$ cat src/rtl/seg7_scan_capture.sv
// seg7_scan_capture
//   Receive side of a multiplexed 7-segment display link. Watches the scanned
//   anode/cathode/dp lines, decodes each settled digit back to a hex nibble,
//   rebuilds the 32-bit displayed word and publishes it once the same complete
//   frame has been seen MATCH_FRAMES times in a row.
//
// Parameters
//   SETTLE_CYCLES  anode dwell (clk cycles) before a digit is sampled, 1..255
//   MATCH_FRAMES   consecutive identical frames before publishing, 1..15
//
// Ports
//   clk        in   1   system clock
//   rst        in   1   synchronous reset, active-high
//   anode      in   8   digit select, active-low, one-hot-low
//   cathode    in   7   segments {g,f,e,d,c,b,a}, active-low
//   dp         in   1   decimal point, active-low
//   word       out  32  published value, digit i in word[4i+3:4i]
//   dp_mask    out  8   published dp state, bit i set = digit i dp lit
//   word_valid out  1   one-cycle pulse when word/dp_mask update
//   locked     out  1   set once the first word has been published
//   seg_err    out  1   one-cycle pulse on an illegal anode or cathode sample
module seg7_scan_capture #(
  parameter int SETTLE_CYCLES = 4,
  parameter int MATCH_FRAMES  = 2
) (
  input  logic        clk,
  input  logic        rst,
  input  logic [7:0]  anode,
  input  logic [6:0]  cathode,
  input  logic        dp,
  output logic [31:0] word,
  output logic [7:0]  dp_mask,
  output logic        word_valid,
  output logic        locked,
  output logic        seg_err
);

  localparam logic [7:0] SETTLE_W = 8'(SETTLE_CYCLES);
  localparam logic [3:0] MATCH_W  = 4'(MATCH_FRAMES);

  // Returns {valid, nibble}; valid=0 for any pattern outside the hex font.
  function automatic logic [4:0] decode7(input logic [6:0] c);
    logic [4:0] r;
    case (c)
      7'h40: r = 5'h10;
      7'h79: r = 5'h11;
      7'h24: r = 5'h12;
      7'h30: r = 5'h13;
      7'h19: r = 5'h14;
      7'h12: r = 5'h15;
      7'h02: r = 5'h16;
      7'h78: r = 5'h17;
      7'h00: r = 5'h18;
      7'h10: r = 5'h19;
      7'h08: r = 5'h1A;
      7'h03: r = 5'h1B;
      7'h46: r = 5'h1C;
      7'h21: r = 5'h1D;
      7'h06: r = 5'h1E;
      7'h0E: r = 5'h1F;
      default: r = 5'h00;
    endcase
    return r;
  endfunction

  // True when exactly one anode line is driven low.
  function automatic logic one_low(input logic [7:0] a);
    logic [7:0] inv;
    inv = ~a;
    return (inv != 8'h00) && ((inv & (inv - 8'd1)) == 8'h00);
  endfunction

  logic [7:0]  anode_q, anode_d;
  logic [7:0]  cnt_q, cnt_d;
  logic        sampled_q, sampled_d;
  logic [31:0] shadow_q, shadow_d;
  logic [7:0]  dp_shadow_q, dp_shadow_d;
  logic [7:0]  seen_q, seen_d;
  logic [39:0] frame_q, frame_d;
  logic        frame_vld_q, frame_vld_d;
  logic [39:0] last_q, last_d;
  logic [3:0]  match_q, match_d;
  logic [31:0] word_q, word_d;
  logic [7:0]  dp_mask_q, dp_mask_d;
  logic        word_valid_q, word_valid_d;
  logic        locked_q, locked_d;
  logic        seg_err_q, seg_err_d;

  logic        change, sampled_eff, fire, blank, legal, store, complete, publish;
  logic [4:0]  dec;
  logic [7:0]  sel, seen_acc;

  always_comb begin
    anode_d      = anode;
    cnt_d        = cnt_q;
    sampled_d    = sampled_q;
    shadow_d     = shadow_q;
    dp_shadow_d  = dp_shadow_q;
    seen_d       = seen_q;
    frame_d      = frame_q;
    frame_vld_d  = 1'b0;
    last_d       = last_q;
    match_d      = match_q;
    word_d       = word_q;
    dp_mask_d    = dp_mask_q;
    word_valid_d = 1'b0;
    locked_d     = locked_q;
    seg_err_d    = 1'b0;
    publish      = 1'b0;

    // Sample stage: dwell tracking, decode, shadow store, frame completion.
    // A change restarts the dwell at 1, so a sample edge that coincides with
    // an anode change never sees the count at SETTLE_CYCLES for the old digit.
    change      = (anode != anode_q);
    sampled_eff = change ? 1'b0 : sampled_q;
    if (change)              cnt_d = 8'd1;
    else if (cnt_q != 8'hFF) cnt_d = cnt_q + 8'd1;
    fire      = (cnt_d == SETTLE_W) && !sampled_eff;
    sampled_d = sampled_eff | fire;

    dec   = decode7(cathode);
    blank = (anode == 8'hFF);
    legal = one_low(anode);
    sel   = ~anode;
    store = fire && legal && dec[4];
    seg_err_d = fire && !blank && (!legal || !dec[4]);

    for (int i = 0; i < 8; i++) begin
      if (store && sel[i]) begin
        shadow_d[4*i +: 4] = dec[3:0];
        dp_shadow_d[i]     = ~dp;
      end
    end
    seen_acc = seen_q | (store ? sel : 8'h00);
    complete = store && (seen_acc == 8'hFF);
    seen_d   = complete ? 8'h00 : seen_acc;
    if (complete) begin
      frame_d     = {dp_shadow_d, shadow_d};
      frame_vld_d = 1'b1;
    end

    // Match stage: one edge after the completing sample.
    if (frame_vld_q) begin
      if (match_q == 4'd0 || frame_q != last_q) match_d = 4'd1;
      else if (match_q != 4'd15)                match_d = match_q + 4'd1;
      last_d  = frame_q;
      publish = (match_d >= MATCH_W) &&
                (!locked_q || frame_q != {dp_mask_q, word_q});
    end
    if (publish) begin
      word_d       = frame_q[31:0];
      dp_mask_d    = frame_q[39:32];
      word_valid_d = 1'b1;
      locked_d     = 1'b1;
    end
  end

  always_ff @(posedge clk) begin
    if (rst) begin
      anode_q      <= 8'hFF;
      cnt_q        <= 8'd0;
      sampled_q    <= 1'b0;
      shadow_q     <= 32'h0;
      dp_shadow_q  <= 8'h00;
      seen_q       <= 8'h00;
      frame_q      <= 40'h0;
      frame_vld_q  <= 1'b0;
      last_q       <= 40'h0;
      match_q      <= 4'd0;
      word_q       <= 32'h0;
      dp_mask_q    <= 8'h00;
      word_valid_q <= 1'b0;
      locked_q     <= 1'b0;
      seg_err_q    <= 1'b0;
    end else begin
      anode_q      <= anode_d;
      cnt_q        <= cnt_d;
      sampled_q    <= sampled_d;
      shadow_q     <= shadow_d;
      dp_shadow_q  <= dp_shadow_d;
      seen_q       <= seen_d;
      frame_q      <= frame_d;
      frame_vld_q  <= frame_vld_d;
      last_q       <= last_d;
      match_q      <= match_d;
      word_q       <= word_d;
      dp_mask_q    <= dp_mask_d;
      word_valid_q <= word_valid_d;
      locked_q     <= locked_d;
      seg_err_q    <= seg_err_d;
    end
  end

  assign word       = word_q;
  assign dp_mask    = dp_mask_q;
  assign word_valid = word_valid_q;
  assign locked     = locked_q;
  assign seg_err    = seg_err_q;

endmodule

$ cat config.mk
export PLATFORM = sky130hd
export DESIGN_NAME = seg7_scan_capture
export DESIGN_NICKNAME = d
export VERILOG_FILES = /design/src/rtl/seg7_scan_capture.sv
export SDC_FILE = /design/constraint.sdc
export NUM_CORES = 1
export LEC_CHECK = 0
export CORE_ASPECT_RATIO = 1.4
export CORE_MARGIN = 2
export CORE_UTILIZATION = 60
export CTS_BUF_LIST = sky130_fd_sc_hd__clkbuf_16
export DETAILED_ROUTE_END_ITERATION = 10
export GPL_TIMING_DRIVEN = 0
export PLACE_DENSITY_LB_ADDON = 0.15
export RECOVER_POWER = 100
export SLEW_MARGIN = 25
export SYNTH_ARGS = -nofsm -noshare
export SYNTH_HDL_FRONTEND = slang
export SYNTH_SLANG_ARGS = --single-unit
$ cat constraint.sdc
create_clock -name clk -period 5.44 [get_ports clk]
set_input_delay 0.816 -clock clk [delete_from_list [all_inputs] [get_ports clk]]
set_output_delay 0.816 -clock clk [all_outputs]
set_load 0.1 [all_outputs]
==> results.toml, run 1 <==
[die]
die_area_um2 = 16800
io_pins = 61
core_area_um2 = 15500
initial_core_util_pct = 61.0
rows = 54
die_h_um = 153
die_x_um = 110

[critical_path]
crit_path_max_incr_delay_ns = 0.75
crit_path_max_fanout = 10
critPathCaptureType = "flip-flop"
startpoint_type = "input port"
cp_cell_sequence = "dlygate4sd3_1, xor2_1, nor4_1, and3_1, o2111ai_1, nor2_1, clkbuf_1, mux2i_1"
required_ns = 5.80
critical_path_arrival_ns = 4.70
slowest_stage = "clkbuf_1"
crit_type = "input port to flip-flop"
crit_family = "simple AND/OR/NAND/NOR gates"
cp_num_buf_inv = 2

[clock_tree]
post_cts_buffers = 0
clk_pin_slew_ns = 0.07
cts_hold_buf = 0
ctsResizeCount = 0
clock_latency_ns = 0.44
cts_buffers = 17
cts-root-buf = "clkbuf_16"
cts.sinks = 193
cts_max_path_buffers = 2
cts_tree = "built"
htreeDepth = 4

[sta]
finalCriticalPeriod_ns = 4.34
setup_tns_ns = 0
finalHoldViolations = 0
finalCritPeriodShare_pct = 79.8
slew_viol_final = 0
rsz0062_at_grt = "false"
fmax_ghz = 0.230
relSlewSlack_pct = 33.4
worst_pin_slew_ns = 0.999
finalSetupViolCount = 0
skew_ns = 0.0103

[worst_hold_path]
min_path_type = "flip-flop to flip-flop"

[synthesis]
syn_area_um2 = 9470
synth.most_common_cell = "dfxtp_1"
ys_ff_latch = 193
ys_async_sr_fraction_pct = 0
synth_edf_count = 0
synth.distinct_cells = 61
synth_cells = 1042
ys_seq_area_share_pct = 40.8
synth_nets = 1063
postSynthAreaPerCell_um2 = 9.09
synth_area_leaders = "dfxtp_1 (41%), mux2i_1 (14%), nand2b_1 (7.9%)"
synth_top_area_share_pct = 40.8
synth_warnings = 0
synth_commonest_cells = "dfxtp_1 (193), mux2i_1 (128), nand2b_1 (120)"
synth_top_area_cell = "dfxtp_1"
synth_ff_type = "dfxtp_1"

[power]
swShare_pct = 23.2
p_seq_share_pct = 51.0
vdd_drop_max_uv = 211
p_total_mw = 2.78
p_int_mw = 2.13
p_sw_mw = 0.646
p_leak_nw = 4.03
power.density_nw_per_um2 = 260
clkPwrFrac_pct = 44.3
p_comb_share_pct = 4.7

[global_route]
grt_pass1_vias = 7542
grt_util_all_layers_pct = 31.9
antenna_found_initial = 1
grt_pass1_wl_mm = 40.5
grt_max_degree = 17
overflow = 0

[route]
drc = 0
dr.pass1.iters = 6
via_per_inst = 5.85
ant_nets = 0
drt_iter0_drc = 521
drt-wirelength-per-cell_um = 19.6
wl_mm = 25.9
route.vias.total = 7739

[layout]
instances_no_fill = 1323
n_fill_cell = 1347
drive_gt1_share_pct = 4.44
final_util_pct = 68.8
syn_to_final_growth_pct = 12.9
design_area_um2 = 10700
final_nets = 1134

[place]
post_dp_cell_area_um2 = 10200
io_buffers = 52
placed_cells = 1290
place_hpwl_mm = 19.3
gp_congestion = 0.943

[job]
drv_cap = 0

[run_status]
status = "finished clean"
-- layer usage --
metal  up-vias  routed length [um]  track usage (%)
met4         0                1420             17.8
li1       3731                   -                -
met3        86                1220             6.12
met5         -                   0                0
met1      3683               10300             36.6
met2       239               13000             54.2
-- worst reg2reg max path, stage by stage, from the launching register on --
cell,delay (ns)
dfxtp_1,0.46
xor2_1,0.13
nor4_1,0.64
nand4_1,0.28
nor3_1,0.61
and3_1,0.25
clkbuf_1,0.11
clkbuf_1,0.57
clkbuf_1,0.67
mux2i_1,0.28
-- registers in the layout (all words and copies together) (netlist names), 8 cells and up --
signal	flops
cnt_q	8
word	32
anode_q	8
dp_shadow_q	8
frame_q	40
last_q	40
dp_mask	8
shadow_q	32
seen_q	8
-- cell families (layout without fill, tap and decap cells) --
logic type / after synthesis / after routing / synth area share [%]
AOI/OAI and AO/OA: 175 / 175 / 11.5
other: 0 / 1 / 0
xor gates and xnor gates: 92 / 92 / 8.51
buffers and inverters: 118 / 202 / 5.53
adders and majority gates: 3 / 3 / 0.396
DFF: 193 / 193 / 40.8
and+or+nand+nor: 331 / 331 / 19.5
muxes: 130 / 130 / 13.8
-- final timing paths --
check | slack (ns) | end | startpoint | cells past startpoint
worst max-delay path | 1.10 | frame_q[28]$_SDFFE_PP0P_ | anode[0] | 8
worst min-delay path | 0.47 | sampled_q$_SDFF_PP0_ | sampled_q$_SDFF_PP0_ | 2
worst max register to register | 1.36 | word[29]$_SDFFE_PP0P_ | frame_q[30]$_SDFFE_PP0P_ | 9
worst min register to register | 0.47 | sampled_q$_SDFF_PP0_ | sampled_q$_SDFF_PP0_ | 2
-- stage by stage --
step,hold slack [ns],worst slack [ns]
global route,0.480,0.944
finish,0.466,1.10
CTS,0.465,1.93
detailed placement,0.453,1.51
floorplan,0.432,2.38
global placement,0.445,1.58
-- cell usage in the layout (no fill, tap or decap), types with 8 or more instances in the layout --
cell	Yosys	layout
dfxtp_1	193	193
mux2i_1	128	128
nand2b_1	120	120
clkbuf_1	56	72
o21ai_0	69	69
a21oi_1	57	57
xor2_1	53	53
nor2_1	51	52
dlygate4sd3_1	0	46
nand2_1	39	39
xnor2_1	39	39
inv_1	36	38
nand3_1	32	32
clkbuf_16	0	17
nand4_1	15	15
nor4_1	14	14
nor3_1	12	12
a211oi_1	6	12
or2_2	11	11
buf_1	10	9
o2111ai_1	9	9
or4_1	7	8
-- cell type report --
type / count / area, um2 / area share, %
multi-input combinational: 731 / 5050 / 47.2
sequential: 193 / 3860 / 36.1
timing repair buffer: 52 / 520 / 4.86
clock buffer: 17 / 425 / 3.98
buffer: 82 / 312 / 2.91
tap: 196 / 245 / 2.29
clock inverter: 15 / 146 / 1.37
inverter: 36 / 135 / 1.26
antenna: 1 / 2.50 / 0.0234
-- power by group through the flow --
stage                     Clock (mW)  Sequential [mW]  Combinational [mW]
after floorplan                    0             1.45              0.0798
after detailed placement           0             1.45               0.128
after global routing            1.29             1.42               0.139
after global placement             0             1.45               0.127
final                           1.23             1.42               0.129
after CTS                       1.24             1.42               0.128
Power figures use the tool's default switching activity.
==> run 2: changes to the inputs <==
--- a/config.mk
+++ b/config.mk
@@ -7,7 +7,7 @@
 export LEC_CHECK = 0
 export CORE_ASPECT_RATIO = 1.4
 export CORE_MARGIN = 2
-export CORE_UTILIZATION = 60
+export CORE_UTILIZATION = 54
 export CTS_BUF_LIST = sky130_fd_sc_hd__clkbuf_16
 export DETAILED_ROUTE_END_ITERATION = 10
 export GPL_TIMING_DRIVEN = 0
==> constraint.sdc (replaced) <==
create_clock -name clk -period 3.6 [get_ports clk]
set_input_delay 0.54 -clock clk [delete_from_list [all_inputs] [get_ports clk]]
set_output_delay 0.54 -clock clk [all_outputs]
set_load 0.1 [all_outputs]
==> run 2 against run 1 <==
Against the previous run:
- register-to-register slack got worse by 1.3 ns
- clock power increased by 60%
- via count decreased by 1.5%
- hold slack got worse by 0.0058 ns
- total power increased by 55%
- critical path type is now flip-flop to flip-flop
- critical endpoint is now word[26]$_SDFFE_PP0P_
- highest routed layer unchanged
==> results.toml, run 2 (synthesis results as in run 1) <==
[critical_path]
startpoint_type = "flip-flop"
critPathCaptureType = "flip-flop"
crit_type = "flip-flop to flip-flop"
required_ns = 3.97
crit_path_max_fanout = 10
critical_path_arrival_ns = 3.87

[die]
io_pins = 61
die_x_um = 116
rows = 57
initial_core_util_pct = 54.9
core_area_um2 = 17300
die_area_um2 = 18600
die_h_um = 161

[route]
route.vias.total = 7626
drc = 0
drt_iter0_drc = 514
via_per_inst = 5.60
dr.pass1.iters = 5
wl_mm = 26.4
ant_nets = 0
drt-wirelength-per-cell_um = 19.4

[job]
drv_cap = 0

[sta]
setup_tns_ns = 0
finalSetupViolCount = 0
slew_viol_final = 0
relSlewSlack_pct = 27.8
finalHoldViolations = 0
finalCriticalPeriod_ns = 3.50
finalCritPeriodShare_pct = 97.1
worst_pin_slew_ns = 1.08
setup_slack_ns = 0.103
fmax_ghz = 0.286
rsz0062_at_grt = "false"
skew_ns = 0.00949

[global_route]
grt_util_all_layers_pct = 29.2
grt_pass1_vias = 7406
overflow = 0
antenna_found_initial = 0
grt_max_degree = 17
grt_pass1_wl_mm = 40.8

[power]
power.density_nw_per_um2 = 399
p_comb_share_pct = 4.5
p_leak_nw = 4.09
p_seq_share_pct = 49.7
p_total_mw = 4.31
swShare_pct = 22.2
vdd_drop_max_uv = 313
clkPwrFrac_pct = 45.7
p_sw_mw = 0.956
p_int_mw = 3.35

[layout]
layout_common_cells = "dfxtp_1 (193), mux2i_1 (128), nand2b_1 (120)"
drive_gt1_share_pct = 5.87
top_regs = "frame_q (40), last_q (40)"
final_nets = 1134
mostFrequentLayoutCell = "dfxtp_1"
syn_to_final_growth_pct = 14.0
diodes = 0

[place]
dpl_worst_slack_ns = -0.442
io_buffers = 52
gp_congestion = 0.896
place_hpwl_mm = 19.7

[clock_tree]
clk_pin_slew_ns = 0.07
cts.sinks = 193
clock_latency_ns = 0.44
post_cts_buffers = 0
cts_max_path_buffers = 2
cts-root-buf = "clkbuf_16"
htreeDepth = 4
cts_buffers = 17
cts_tree = "built"

[run_status]
status = "finished clean"

[worst_hold_path]
min_path_type = "flip-flop to flip-flop"
[run 2: final cells by class]
cell class              instances  area, um2
flip-flops and latches        193       3860
multi-input cells             731       5050
inverters                      36        135
fillers                      1587       6460
plain buffers                  82        339
clock buffers                  17        425
well taps                     236        295
clock inverters                14        173
repair buffers                 52        520
[run 2: repair_timing]
action | 4_1_cts | 5_1_grt
hold buffers | 0 | 0
resized for setup | 0 | 2
endpoints found under the setup margin | 0 | 21
[run 2: critical path: stages, from the launching register on]
cell      delay, ns
dfxtp_1        0.45
xor2_1         0.12
nor4_1         0.68
nand4_1        0.30
nor3_1         0.58
and3_1         0.24
clkbuf_1       0.10
buf_2          0.31
clkbuf_2       0.40
mux2i_1        0.22
[run 2: metrics by stage]
step / hold WS, ns / std cells / instance area [um2] / utilization [%]
2_1_floorplan: 0.432 / 1042 / 9470 / -
3_3_place_gp: 0.450 / 1330 / 10300 / 59.6
3_5_place_dp: 0.451 / 1330 / 10300 / 59.6
4_1_cts: 0.463 / 1361 / 10900 / 63.1
5_1_grt: 0.483 / 1361 / 10800 / 62.6
6_report: 0.460 / 1361 / 10800 / 62.6
[run 2: power groups by stage]
stage          combinational, mW  sequential, mW  clock, mW
2_1_floorplan              0.121            2.19          0
3_5_place_dp               0.193            2.19          0
4_1_cts                    0.194            2.14       1.98
5_1_grt                    0.210            2.14       2.07
3_3_place_gp               0.193            2.19          0
6_report                   0.195            2.14       1.97
[run 2: routing by layer]
layer | track usage, % | vias up | share of wire (%)
li1 | - | 3724 | -
met1 | 34.5 | 3656 | 41
met2 | 50.8 | 184 | 50
met3 | 4.72 | 62 | 3.6
met4 | 14.1 | 0 | 5.1
met5 | 0 | - | 0
[run 2: final timing paths]
path	start	endpoint	slack, ns	cells after the start
max	frame_q[23]$_SDFFE_PP0P_	word[26]$_SDFFE_PP0P_	0.10	9
min	seen_q[2]$_SDFF_PP0_	seen_q[2]$_SDFF_PP0_	0.46	2
max reg2reg	frame_q[23]$_SDFFE_PP0P_	word[26]$_SDFFE_PP0P_	0.10	9
min reg2reg	seen_q[2]$_SDFF_PP0_	seen_q[2]$_SDFF_PP0_	0.46	2
==> run 3: changes to the inputs <==
--- a/config.mk
+++ b/config.mk
@@ -13,7 +13,7 @@
 export GPL_TIMING_DRIVEN = 0
 export PLACE_DENSITY_LB_ADDON = 0.15
 export RECOVER_POWER = 100
-export SLEW_MARGIN = 25
+export SETUP_SLACK_MARGIN = 0.4
 export SYNTH_ARGS = -nofsm -noshare
 export SYNTH_HDL_FRONTEND = slang
 export SYNTH_SLANG_ARGS = --single-unit
==> run 3 against run 2 <==
Against the previous run:
- combinational power rose by 2%
- maximum frequency is 7.6% higher
- largest cell class unchanged
- total power increased by 0.16%
==> results.toml, run 3 (synthesis results as in run 1) <==
[clock_tree]
cts.sinks = 193
htreeDepth = 4
cts-root-buf = "clkbuf_16"
cts_buffers = 17
clk_pin_slew_ns = 0.07
cts_tree = "built"
cts_hold_buf = 0
clock_latency_ns = 0.44
cts_max_path_buffers = 2

[job]
drv_cap = 0

[die]
rows = 57
initial_core_util_pct = 54.9
die_x_um = 116
io_pins = 61
core_area_um2 = 17300
die_area_um2 = 18600
die_h_um = 161

[route]
route.vias.total = 7641
wl_mm = 26.5
dr.max_layer_used = "met4"
via_per_inst = 5.61
ant_nets = 0
drt_iter0_drc = 512
drc = 0
dr.pass1.iters = 5
wl_met3_um = 903
drt-wirelength-per-cell_um = 19.5
route.met2.wl_mm = 13.5
wl_met1_mm = 10.8

[layout]
top_regs = "frame_q (40), last_q (40)"
instances_no_fill = 1362
final_nets = 1135
syn_to_final_growth_pct = 15.0
final_util_pct = 63.1
drive_gt1_share_pct = 6.48
mostFrequentLayoutCell = "dfxtp_1"
layout_common_cells = "dfxtp_1 (193), mux2i_1 (128), nand2b_1 (120)"
diodes = 0
design_area_um2 = 10900

[critical_path]
cp_cell_sequence = "clkdlybuf4s50_1, clkbuf_1, or3b_1, nor3b_2, a211oi_1, a21o_1, clkbuf_1, or4_1, buf_6, a211oi_1"
crit_path_start = "cathode[1]"
rr_startpoint = "frame_q[30]$_SDFFE_PP0P_"
slowest_stage = "or4_1"
crit_path_max_incr_delay_ns = 0.61
rr_worst_depth = 9
critical_path_arrival_ns = 3.60
critPathCaptureType = "flip-flop"
crit_type = "input port to flip-flop"
crit_path_max_fanout = 10
reg2reg_slack_ns = 0.36
r2r-end = "word[26]$_SDFFE_PP0P_"
startpoint_type = "input port"
endpoint = "seen_q[5]$_SDFF_PP0_"
required_ns = 3.95

[place]
placed_cells = 1330
place_hpwl_mm = 19.7
io_buffers = 52
post_dp_cell_area_um2 = 10300
gp_congestion = 0.896
dpl_worst_slack_ns = -0.442

[global_route]
antenna_found_initial = 0
grt_pass1_wl_mm = 40.9
grt_max_degree = 17
overflow = 0
grt_util_all_layers_pct = 29.2
grt_pass1_vias = 7404

[worst_hold_path]
min_path_type = "flip-flop to flip-flop"
hp-start = "seen_q[2]$_SDFF_PP0_"

[sta]
setup_slack_ns = 0.350
fmax_ghz = 0.308
relSlewSlack_pct = 25.4
finalCriticalPeriod_ns = 3.25
finalCritPeriodShare_pct = 90.3
finalSetupViolCount = 0
worst_pin_slew_ns = 1.12
finalHoldViolations = 0
slew_viol_final = 0
skew_ns = 0.0108
rsz0062_at_grt = "true"

[power]
power.density_nw_per_um2 = 396
p_leak_nw = 4.13
vdd_drop_max_uv = 314

[run_status]
status = "finished clean"
-- run 3: worst min-delay path by stage --
stage / endpoint / cells past startpoint
4_1_cts: sampled_q$_SDFF_PP0_ / 2
5_1_grt: seen_q[6]$_SDFF_PP0_ / 2
3_3_place_gp: sampled_q$_SDFF_PP0_ / 2
2_1_floorplan: sampled_q$_SDFF_PP0_ / 2
6_report: seen_q[2]$_SDFF_PP0_ / 2
3_5_place_dp: sampled_q$_SDFF_PP0_ / 2
-- run 3: layout make-up --
type,instances,area (um2)
clock buffers,17,425
fillers,1568,6360
inverters,36,135
flip-flops and latches,193,3860
clock inverters,14,173
plain buffers,82,393
repair buffers,53,528
well taps,236,295
multi-input cells,731,5080
-- run 3: report_power, final --
group          internal (mW)  total [mW]  switching (mW)  leakage [nW]
Clock                   1.14        1.97           0.827         0.288
Sequential              2.14        2.14         0.00263          1.56
Combinational         0.0668       0.199           0.132          2.28
Total                   3.35        4.31           0.961          4.13
-- run 3: metrics by stage --
| step | power, mW | hold slack, ns | setup TNS (ns) |
|---|---|---|---|
| after detailed placement | 2.38 | 0.451 | -10.87 |
| after CTS | 4.32 | 0.463 | 0 |
| after floorplan | 2.31 | 0.432 | 0 |
| after global placement | 2.38 | 0.450 | -10.02 |
| final | 4.31 | 0.460 | 0 |
| after global routing | 4.43 | 0.481 | 0 |
-- run 3: repair_timing --
| action | 4_1_cts | 5_1_grt |
|---|---|---|
| pin swaps | 0 | 1 |
| resized for setup | 5 | 15 |
| endpoints found under the hold margin | 0 | 0 |
| setup endpoints to repair | 58 | 59 |
| cloned | 0 | 0 |
| setup buffers | 0 | 1 |
-- run 3: worst max-delay path: cells and delay by family --
kind,cells,cell delay (ns)
simple gates,3,1.29
buf+inv,4,1.16
compound gates,3,0.59
-- run 3: routing by layer --
metal | up-vias | track usage [%]
met2 | 197 | 51.1
met5 | - | 0
met4 | 0 | 13.5
met1 | 3661 | 34.6
li1 | 3719 | -
met3 | 64 | 4.72
